## src/rtl/bcd_updown_counter.sv

```systemverilog
// Cascadable multi-digit BCD up/down counter with validated parallel load.
// Every digit register stays within 0..9; loads containing a code >= 10 are rejected.
module bcd_updown_counter #(
  parameter int DIGITS = 2
) (
  input  logic                  clk,
  input  logic                  rst,
  input  logic                  en,
  input  logic                  up,
  input  logic                  load,
  input  logic [4*DIGITS-1:0]   load_val,
  output logic [4*DIGITS-1:0]   count,
  output logic                  tc_out,
  output logic                  load_err
);

  logic [4*DIGITS-1:0] countQ, countD;
  logic                loadErrQ, loadErrD;
  logic [4*DIGITS-1:0] stepped;
  logic                loadBad;
  logic                allNine;
  logic                allZero;

  // A digit steps only while every lower digit sits at its wrap value (9 up, 0 down).
  always_comb begin
    logic       ripple;
    logic [3:0] digit;
    stepped = countQ;
    ripple  = 1'b1;
    digit   = 4'd0;
    for (int i = 0; i < DIGITS; i++) begin
      digit = countQ[4*i +: 4];
      if (ripple) begin
        if (up) begin
          stepped[4*i +: 4] = (digit == 4'd9) ? 4'd0 : digit + 4'd1;
        end else begin
          stepped[4*i +: 4] = (digit == 4'd0) ? 4'd9 : digit - 4'd1;
        end
      end
      ripple = ripple & (up ? (digit == 4'd9) : (digit == 4'd0));
    end
  end

  always_comb begin
    loadBad = 1'b0;
    allNine = 1'b1;
    allZero = 1'b1;
    for (int i = 0; i < DIGITS; i++) begin
      loadBad = loadBad | (load_val[4*i+3] & (load_val[4*i+2] | load_val[4*i+1]));
      allNine = allNine & (countQ[4*i +: 4] == 4'd9);
      allZero = allZero & (countQ[4*i +: 4] == 4'd0);
    end
  end

  // Load takes priority over counting; en is ignored on any load cycle.
  always_comb begin
    countD   = countQ;
    loadErrD = 1'b0;
    if (load) begin
      if (loadBad) begin
        loadErrD = 1'b1;
      end else begin
        countD = load_val;
      end
    end else if (en) begin
      countD = stepped;
    end
  end

  always_ff @(posedge clk) begin
    if (rst) begin
      countQ   <= '0;
      loadErrQ <= 1'b0;
    end else begin
      countQ   <= countD;
      loadErrQ <= loadErrD;
    end
  end

  assign count    = countQ;
  assign load_err = loadErrQ;
  assign tc_out   = en & ~load & ~rst & (up ? allNine : allZero);

endmodule

```

## config.mk

```make
export PLATFORM = sky130hd
export DESIGN_NAME = bcd_updown_counter
export DESIGN_NICKNAME = d
export VERILOG_FILES = /design/src/rtl/bcd_updown_counter.sv
export SDC_FILE = /design/constraint.sdc
export NUM_CORES = 1
export LEC_CHECK = 0
export ABC_CLOCK_PERIOD_IN_PS = 2350
export BUFFER_PORTS_ARGS = -buffer_cell sky130_fd_sc_hd__buf_4
export CORE_MARGIN = 3
export CORE_UTILIZATION = 54
export DETAILED_ROUTE_END_ITERATION = 12
export PLACE_DENSITY = 0.82
export SETUP_SLACK_MARGIN = 0.2
export SYNTH_ARGS = -nofsm -noshare
export SYNTH_HDL_FRONTEND = slang
export SYNTH_SLANG_ARGS = --single-unit
```

## constraint.sdc

```tcl
create_clock -name clk -period 2.35 [get_ports clk]
set_input_delay 0.1175 -clock clk [delete_from_list [all_inputs] [get_ports clk]]
set_output_delay 0.1175 -clock clk [all_outputs]
set_load 0.05 [all_outputs]
```

== After elaboration in Yosys (flattened, before gate mapping) ==
Cells that the tools add are included.
Cells by class
  bitwise logic cells: 12
  mux-type cells: 13
  reduce and logical (&&, ||, !) cells: 7
  equal/unequal tests: 3
  add/subtract/negate cells: 4
Operator list (number)
  4-bit 2-to-1 mux: 7
  8-bit 2-to-1 mux: 3
  4-bit by 1-bit adder with 4-bit output, second input constant: 2
  4-bit equality test, second input constant: 2
  4-bit zero test: 2
  4-bit by 1-bit subtractor with 4-bit output, second input constant: 2
  1-bit AND: 7
  2-bit nonzero test: 2
  1-bit 2-to-1 mux: 3
  1-bit OR: 3
  3-bit AND reduction: 1
  2-bit inequality test, second input constant: 1
  1-bit NOT: 2
  2-bit AND reduction: 1
  2-bit OR reduction: 1
Storage, ports and cells
  output and inout port bits: 10
  word-level logic and storage cells: 42
  register bits after elaboration: 9
  input bits: 13

== Longest topological paths before layout ==
  word-level depth: 6
  gate-level depth with buffers: 5
  mapped depth without buffers: 4

== Worst setup path before layout ==
Ideal clock, no wire load.
  path type: reg-to-output
  start point: reg countQ[0] (netlist: count[0])
  end point: out tc_out
  slack: 384 ps
  required time: 2233 ps
  arrival time: 1848 ps
  stages on the path, launching flop included: 5
  path through: dfxtp_1 > buf_4 > and3_1 > a41oi_1 > nor2_1
On the way
  word-level cells in the longest chain between the ends: 4
Ends and longest elaborated chain
  from (decl): RTL line 17  | logic [4*DIGITS-1:0] countQ, countD;
  from (signal assigned): RTL line 75  | countQ <= countD;
  4-bit equality test or 4-bit zero test (tied branches): RTL line 50, 51
  1-bit AND (on tied branches): RTL line 50, 51
  1-bit 2-to-1 mux *: RTL line 82  | assign tc_out = en & ~load & ~rst & (up ? allNine : allZero);
  1-bit AND *: RTL line 82
  to (decl): RTL line 13  | output logic tc_out,
Mark *: on every way between the ends. The rest lies on a longest branch, timed or not.

== Final worst setup path ==
  start point: reg countQ[1] (netlist: count[1])
  end point: out tc_out
The elaborated chain is that of the path after synthesis.

==> impl_metrics.yaml <==
drt:
  routed_metal_1_wire_length_um: 986
  post_drt_wl_per_cell_um: 14.06
  first_pass_iters: 4
  finalWirelength_um: 1983
  highest_routed_layer: "met4"
  antenna_left: 0
  via_density_per_instance: 6.220
  dr.first_iter.drc_count: 32
  remaining_drc_errors: 0
  met2WireLength_um: 859
  via_count: 877
  dr_wl_met3_um: 124
power_and_ir_drop:
  total_power_of_the_final_layout_w: 0.0004810
  power.static_leakage_nw: 0.3784
  irDropWorstVdd_uv: 394.2
  power_density_nw_per_um2: 503.8
timing:
  finalClockSkew_ns: 0.003062
  final_hold_vio_count: 0
  achievable_frequency_mhz: 591.3
  fin_setup_tns_ns: 0
  tightestPinTransition_ns: 0.6217
  rsz0062_at_grt: "false"
  setup_viol: 0
  finalCritPeriodShare_pct: 71.96
  max-slew-margin-rel_pct: 58.36
  slew_viols_final: 0
  period_minus_slack_ns: 1.691
worst_setup_path:
  timing.critical_path.slowest_stage_cell: "dfxtp_1"
  slowest_delay_ns: 0.55
  critical_path.most_common_cell: "nor2_1"
  critPathTopFamily: "flip-flops"
  worstSetupPathType: "reg -> out"
  crit_required_ns: 2.23
  maximum_net_fanout_on_the_critical_path: 13
  worstReg2RegStart: "count[0]$_SDFFE_PP0P_"
  critical_path.startpoint_type: "flop"
  arrival_ns: 1.57
  setup.worst_path.end_class: "output port"
  critical_path_buf_inv_count: 1
  worstSetupStartpoint: "count[1]$_SDFFE_PP0P_"
  path_cells: "nor2_1 -> and3_1 -> a41oi_1 -> nor2_1 -> buf_4"
grt:
  grt_first_pass_wirelength_um: 3291
  grt_antenna_before_repair: 0
  first_global_vias: 723
  gr-usage-all-layers_pct: 21.76
  grt_max_degree: 22
  grt_overflow: 0
clocking:
  htreeDepth: 1
  cts_root_buffer: "clkbuf_4"
  postCtsSetupBuffers: 0
  clkSlewWorstSetupHoldPaths_ns: 0.07
  clkSinkCount: 9
  post_cts_hold_buffer_count: 0
  cts_buffers: 3
  clock_latency_ns: 0.26
  cts-root-to-sink-buffers: 2
  cts_resized: 0
  cts_tree: "built"
worst_hold_path:
  hold_start: "rst"
  worst_hold_path_type: "in -> reg"
status:
  run_status: "complete, no violations"
floorplan:
  coreArea_um2: 1350
  io_pins: 23
  die_area_um2: 1997
  rows: 13
  die-height_um: 44.69
  start_util_pct: 59.87
  fp.dieW_um: 44.69
layout:
  final_nets: 140
  area_growth_syn_to_layout_pct: 18.11
  final_layout_size_suffix_gt1_share_pct: 20.63
  antennaDiodeCount: 0
  fillerInstances: 131
synthesis:
  synthDominantCellAreaShare_pct: 22.29
  synth.most_common_cell: "a21oi_1"
  mappedNetlistNets: 125
  primary_flip_flop_cell_chosen_by_synthesis_mapping: "dfxtp_1"
  yosys_register_bits: 9
  async_flop_share_pct: 0
  postSynthCellCount: 112
  synth_sequential_area_ratio_pct: 22.29
  yosys.area.top_type: "dfxtp_1"
  post_synth.cell_area_avg_um2: 7.217
  post_synth_most_frequent_cells: "13 x a21oi_1, 9 x dfxtp_1, 7 x nand2_1, 7 x nand3_1"
  yosys.cell_types.count: 38
  yosys_warnings: 0
  syn-cell-area_um2: 808.3
  ys_top_cells_by_area: "dfxtp_1 22%, a21oi_1 8.0%, nand3_1 4.3%, nand2_1 3.3%, and3_1 3.1%"
  synth-edff-count: 0
placed_design:
  detailedPlacementHpwl_um: 1354
  io_buffer_count: 22
  gp_congestion: 0.7654
run:
  timing.max_cap.violations: 0
-- stage by stage --
stage | worst slack [ns] | cells | area [um^2] | util (%) | hold slack, ns
2_1_floorplan | 0.3842 | 112 | 808.3 | - | 0.2756
3_3_place_gp | 0.7129 | 137 | 928.4 | 68.77 | 0.3909
3_5_place_dp | 0.7148 | 137 | 928.4 | 68.77 | 0.3941
4_1_cts | 0.6733 | 141 | 954.7 | 70.71 | 0.1191
5_1_grt | 0.4728 | 141 | 954.7 | 70.71 | 0.1229
6_report | 0.6589 | 141 | 954.7 | 70.71 | 0.1179
-- path summary, 6_finish.rpt --
kind	depth (start not counted)	slack (ns)	to
setup reg to reg	4	0.68	count[4]$_SDFFE_PP0P_
hold reg to reg	2	0.61	count[6]$_SDFFE_PP0P_
hold / removal	2	0.12	count[5]$_SDFFE_PP0P_
setup / recovery	5	0.66	tc_out
-- per-layer routing --
metal	track usage [%]	vias up
li1	-	452
met1	31.80	396
met2	30.66	25
met3	4.382	4
met4	9.036	0
met5	0	-
-- kinds of logic after synthesis --
group | synth area share [%]
AO/OA/AOI/OAI | 31.58
XOR/XNOR | 4.335
buffers and inverters | 10.68
flip-flops | 22.29
AND/OR/NAND/NOR | 31.11
-- cell type report --
| type | instances | area, um^2 | area share (%) |
|---|---|---|---|
| flip-flops and latches | 9 | 180.2 | 18.87 |
| inverters | 6 | 22.52 | 2.359 |
| well taps | 15 | 18.77 | 1.966 |
| clock buffers | 4 | 26.28 | 2.752 |
| multi-input cells | 85 | 541.8 | 56.75 |
| repair buffers | 22 | 165.2 | 17.30 |
-- state kept, by name, indices dropped and copies added (netlist names) --
signal,count
load_err,1
count,8
-- cell usage in the layout (no fill, tap or decap), types with 3 or more instances in the layout --
cell and count:
a21oi_1 13, and3_1 4, buf_4 22, clkbuf_4 3, dfxtp_1 9, inv_1 6
nand2_1 7, nand2b_1 4, nand3_1 7, nor2_1 5, nor3_1 3, o21ai_0 4
or3_1 3
-- power breakdown --
group / internal, W / switching [W] / total (W)
logic: 0.0000685 / 0.0000981 / 0.000167
registers: 0.000163 / 0.0000270 / 0.000190
clock network: 0.0000656 / 0.0000584 / 0.000124
No activity file was read; power rests on OpenSTA's default activity.
